**src/rtl/mult_arb_pkg.sv**
```systemverilog
// Shared types and constants for the multiplier arbiter: FSM encoding,
// operand/product widths, operand payload and the clog2 helper.
package mult_arb_pkg;

    localparam int unsigned OP_W = 8;
    localparam int unsigned P_W  = 16;

    typedef enum logic [1:0] {
        IDLE = 2'd0,
        CALC = 2'd1,
        RESP = 2'd2
    } state_t;

    typedef struct packed {
        logic [OP_W-1:0] a;
        logic [OP_W-1:0] b;
    } operands_t;

    // Smallest r with 2**r >= n (0 for n <= 1).
    function automatic int unsigned clog2(input int unsigned n);
        int unsigned r;
        r = 0;
        for (int unsigned i = 0; i < 31; i++) begin
            if ((32'd1 << i) < n) begin
                r = i + 1;
            end
        end
        return r;
    endfunction

endpackage

```
**src/rtl/Wallace_Tree_Multiplier.sv**
```systemverilog
// Shared 8x8 -> 16 unsigned combinational multiplier (partial-product sum).
module Wallace_Tree_Multiplier (
    input  logic [7:0]  A,
    input  logic [7:0]  B,
    output logic [15:0] sum
);

    always_comb begin
        sum = '0;
        for (int i = 0; i < 8; i++) begin
            if (B[i]) begin
                sum = sum + (16'(A) << i);
            end
        end
    end

endmodule

```
**src/rtl/rr_grant.sv**
```systemverilog
// Round-robin one-hot grant: first asserted request at or after ptr, wrapping.
module rr_grant #(
    parameter int unsigned N  = 2,
    parameter int unsigned PW = 1
) (
    input  logic [N-1:0]  req,
    input  logic [PW-1:0] ptr,
    output logic [N-1:0]  gnt
);

    logic [2*N-1:0] req_dbl;
    logic [N-1:0]   req_rot;
    logic [N-1:0]   gnt_rot;
    logic [2*N-1:0] gnt_dbl;

    // Rotate so ptr sits at bit 0, keep the lowest set bit, rotate back.
    assign req_dbl = {req, req} >> ptr;
    assign req_rot = req_dbl[N-1:0];
    assign gnt_rot = req_rot & (-req_rot);
    assign gnt_dbl = {gnt_rot, gnt_rot} << ptr;
    assign gnt     = gnt_dbl[2*N-1:N];

endmodule

```
**src/rtl/mult_arbiter.sv**
```systemverilog
// Round-robin sequencer sharing one multiplier between NUM_REQ requesters,
// with registered operands and product around the multiplier.
module mult_arbiter
    import mult_arb_pkg::*;
#(
    parameter  int unsigned NUM_REQ = 2,
    localparam int unsigned ID_W    = clog2(NUM_REQ)
) (
    input  logic                      clk,
    input  logic                      rst_n,
    input  logic [NUM_REQ-1:0]        req_valid,
    output logic [NUM_REQ-1:0]        req_ready,
    input  logic [NUM_REQ*OP_W-1:0]   req_a,
    input  logic [NUM_REQ*OP_W-1:0]   req_b,
    output logic                      rsp_valid,
    input  logic                      rsp_ready,
    output logic [P_W-1:0]            rsp_data,
    output logic [ID_W-1:0]           rsp_id,
    output logic                      busy
);

    state_t              state;
    logic [ID_W-1:0]     ptr;
    logic [ID_W-1:0]     id_q;
    logic [ID_W-1:0]     gnt_idx;
    logic [ID_W-1:0]     nxt_ptr;
    logic [NUM_REQ-1:0]  gnt;
    operands_t           ops;
    operands_t           sel_ops;
    logic [P_W-1:0]      product;
    logic                accept;

    rr_grant #(
        .N  (NUM_REQ),
        .PW (ID_W)
    ) u_grant (
        .req (req_valid),
        .ptr (ptr),
        .gnt (gnt)
    );

    Wallace_Tree_Multiplier u_mul (
        .A   (ops.a),
        .B   (ops.b),
        .sum (product)
    );

    // Encode the one-hot grant and mux the granted requester's operands.
    always_comb begin
        gnt_idx = '0;
        sel_ops = '0;
        for (int i = 0; i < NUM_REQ; i++) begin
            if (gnt[i]) begin
                gnt_idx   = ID_W'(i);
                sel_ops.a = req_a[i*OP_W +: OP_W];
                sel_ops.b = req_b[i*OP_W +: OP_W];
            end
        end
    end

    assign nxt_ptr   = (gnt_idx == ID_W'(NUM_REQ - 1)) ? '0 : gnt_idx + 1'b1;
    assign req_ready = (rst_n && state == IDLE) ? gnt : '0;
    assign accept    = |req_ready;

    always_ff @(posedge clk or negedge rst_n) begin
        if (!rst_n) begin
            state     <= IDLE;
            ptr       <= '0;
            ops       <= '0;
            id_q      <= '0;
            rsp_data  <= '0;
            rsp_id    <= '0;
            rsp_valid <= 1'b0;
            busy      <= 1'b0;
        end else begin
            case (state)
                IDLE: begin
                    if (accept) begin
                        ops   <= sel_ops;
                        id_q  <= gnt_idx;
                        ptr   <= nxt_ptr;
                        state <= CALC;
                        busy  <= 1'b1;
                    end
                end
                CALC: begin
                    rsp_data  <= product;
                    rsp_id    <= id_q;
                    rsp_valid <= 1'b1;
                    state     <= RESP;
                end
                RESP: begin
                    if (rsp_ready) begin
                        rsp_valid <= 1'b0;
                        busy      <= 1'b0;
                        state     <= IDLE;
                    end
                end
                default: begin
                    rsp_valid <= 1'b0;
                    busy      <= 1'b0;
                    state     <= IDLE;
                end
            endcase
        end
    end

endmodule

```
**config.mk**
```make
export PLATFORM = sky130hd
export DESIGN_NAME = mult_arbiter
export DESIGN_NICKNAME = d
export VERILOG_FILES = /design/src/rtl/mult_arb_pkg.sv /design/src/rtl/Wallace_Tree_Multiplier.sv /design/src/rtl/rr_grant.sv /design/src/rtl/mult_arbiter.sv
export SDC_FILE = /design/constraint.sdc
export NUM_CORES = 1
export LEC_CHECK = 0
export CAP_MARGIN = 20
export CELL_PAD_IN_SITES_DETAIL_PLACEMENT = 0
export CELL_PAD_IN_SITES_GLOBAL_PLACEMENT = 2
export CORE_MARGIN = 2
export CORE_UTILIZATION = 38
export CTS_CLUSTER_SIZE = 28
export DETAILED_ROUTE_END_ITERATION = 6
export PLACE_DENSITY_LB_ADDON = 0.1
export SLEW_MARGIN = 20
export SYNTH_ARGS = -nofsm -noshare
export SYNTH_HDL_FRONTEND = slang
export SYNTH_HIERARCHICAL = 1
export SYNTH_SLANG_ARGS = --single-unit
```
**constraint.sdc**
```tcl
create_clock -name clk -period 22 [get_ports clk]
set_input_delay 4.4 -clock clk [delete_from_list [all_inputs] [get_ports clk]]
set_output_delay 4.4 -clock clk [all_outputs]
set_load 0.1 [all_outputs]
```
==> reports/qor.csv <==
stage,metric,value,unit
timing,rsz0062_at_grt,false,
drt,drt_iter0_drc,250,
drt,drc,0,
logic_synthesis,ys_seq_area_share,19.67,%
timing,maxSlewHeadroom,30.25,%
timing,finalSetupViolations,0,
clocking,cts_setup_buffers,0,
timing,max_freq,0.08446,GHz
clocking,post_cts_hold_buffer_count,0,
place,dp_slack,10030,ps
critical_path,r2r_slack,12180,ps
global_route,grt_pass1_vias,4558,
drt,drt_pre_antenna_iters,4,
global_route,antenna_found_initial,0,
logic_synthesis,synth_ff_type,dfrtp_1,
logic_synthesis,synthDistinctLibCells,65,
clocking,cts-resized-gates,0,
finish,mostFrequentLayoutCell,ha_1,
logic_synthesis,syn_nets,684,
global_route,grt_max_degree,44,
finish,mostFrequentLayoutCells,"ha_1 (61), clkdlybuf4s50_1 (56), nand2_1 (51)",
drt,drtAntennaViolNets,0,
critical_path,cp.arrival,7440,ps
finish,antenna_cells,0,
critical_path,worstSetupStartpointType,input port,
timing,finalCritPeriodShare,53.82,%
critical_path,rr_worst_depth,39,
finish,fillers,1287,
timing,fin_setup_tns,0,ps
global_route,grt.overflow.total,0,
logic_synthesis,syn_area_per_cell,8.568,um2
critical_path,regToRegStartpoint,ops[9],
logic_synthesis,synth_area,0.004961,mm2
critical_path,crit_end,req_ready[1],
worst_hold_path,hold_class,reg2reg,
critical_path,worst_setup_path_end_kind,primary output,
floorplanning,core-area,0.01267,mm2
critical_path,r2r-end,rsp_data[14],
status,status,"finished, final reports clean",
critical_path,path_max_fanout,43,
critical_path,crit_type,in2out,
finish,post-route-util,45.98,%
finish,areaGrowthSynthToFinish,17.43,%
drt,drt_wl_total,14240,um
logic_synthesis,ys_warn_count,6,
clocking,cts.clk_slew.worst_paths,60,ps
clocking,clockRootBuffer,clkbuf_16,
global_route,grt_pass1_wl,23440,um
timing,fin_ws,10160,ps
critical_path,critPathRequiredTime,17600,ps
finish,fin_nets,724,
clocking,clockBufferDepth,2,
drt,post_drt_wl_per_cell,17.98,um
logic_synthesis,ys_seq_elements,39,
drt,routed-via-count,4558,
timing,skew,6.373,ps
worst_hold_path,min_from,id_q,
floorplanning,dieArea,0.01399,mm2
clocking,cts_max_level,2,
critical_path,worstSetupStartpoint,rst_n,
floorplanning,rows,41,
logic_synthesis,async_flop_share,100.0,%
floorplanning,die_h,118.3,um
clocking,cts_tree,done,
finish,layout-drive-gt1-share,9.194,%
timing,hold_viol,0,
clocking,clk_latency,280,ps
logic_synthesis,synthCells,579,
floorplanning,die-width,118.3,um
timing,worst-slew-pin-transition,1045,ps
floorplanning,io_pins,58,
timing,min_period,11840,ps
flow_run,cap_violations,0,
drt,via_per_inst,5.755,
place,gp_congestion,0.7779,
logic_synthesis,synth_edf_count,0,
place,port_buffers,57,
global_route,grt_use_total,20.44,%
timing,finalMaxSlewViolations,0,
clocking,cts_sinks,39,
place,hpwl,10740,um
floorplanning,initial_core_util,39.15,%
clocking,cts_made_buffers,5,
[per-stage QoR]
stage	cell area, um2	std cells	hold WS, ps
after CTS	5817	792	485.0
after detailed placement	5639	784	471.5
after global routing	5826	792	491.8
final	5826	792	477.9
after floorplan	4961	579	445.8
after global placement	5637	784	465.6
[synth_stat cells (all sizes together), types with 4 or more instances]
cell type	count	area [um2]
a211oi	8	60.06
a21o	18	135.1
a21oi	34	170.2
a22oi	21	162.6
a31oi	5	31.28
a32oi	15	131.4
and2	10	62.56
buf	11	81.32
clkbuf	15	56.30
dfrtp	39	975.9
fa	7	140.1
ha	61	763.2
inv	30	112.6
mux2	34	382.9
mux2i	6	60.06
nand2	51	191.4
nand2b	8	50.05
nand3	6	30.03
nand3b	7	52.55
nor2	33	123.9
nor2b	13	81.33
nor3	10	50.05
o21a	13	97.59
o21ai	33	165.2
o21bai	4	30.03
o31a	4	35.03
xnor2	23	201.4
xor2	8	70.07
[cell families (layout without fill, tap and decap cells)]
logic type      after synthesis  after routing  synth area share, %
fa+ha+maj                    68             68                18.21
simple gates                153            153                15.21
compound gates              192            192                27.47
buf+inv                      56             97                5.044
mux                          40             40                8.928
xor+xnor                     31             31                5.473
flops                        39             39                19.67
[area by class of cell]
type | instances | area, um2 | area share, %
multi-input combinational | 484 | 3764 | 64.60
clock buffer | 6 | 138.9 | 2.384
sequential | 39 | 975.9 | 16.75
tap | 172 | 215.2 | 3.694
clock inverter | 2 | 38.79 | 0.6658
inverter | 30 | 112.6 | 1.933
timing repair buffer | 59 | 580.6 | 9.966
[worst max-delay path, stage by stage]
cell,delay [ps]
buf_2,680
nor4bb_4,1060
clkdlybuf4s50_1,1300
[state kept, by name, indices dropped and copies added (netlist names)]
name	flops
rsp_valid	1
rsp_id	1
id_q	1
state	2
ops	16
ptr	1
busy	1
rsp_data	16
[per-layer routing]
| metal | GRT usage (%) | routed length [um] | part of all wire, % |
|---|---|---|---|
| met3 | 1.979 | 445 | 3.1 |
| met5 | 0 | 0 | 0 |
| met1 | 28.26 | 6772 | 48 |
| met4 | 5.271 | 341 | 2.4 |
| met2 | 34.07 | 6679 | 47 |
[worst min path at each step]
stage / to / slack, ps / cells past startpoint
after floorplan: id_q / 450 / 1
after global placement: id_q / 470 / 1
after detailed placement: id_q / 470 / 1
after CTS: id_q / 480 / 1
after global routing: id_q / 490 / 1
final: id_q / 480 / 1
Power is left out: the tool's default activity adds up to more than one toggle a clock period on the data nets, which glitch-free logic cannot reach.
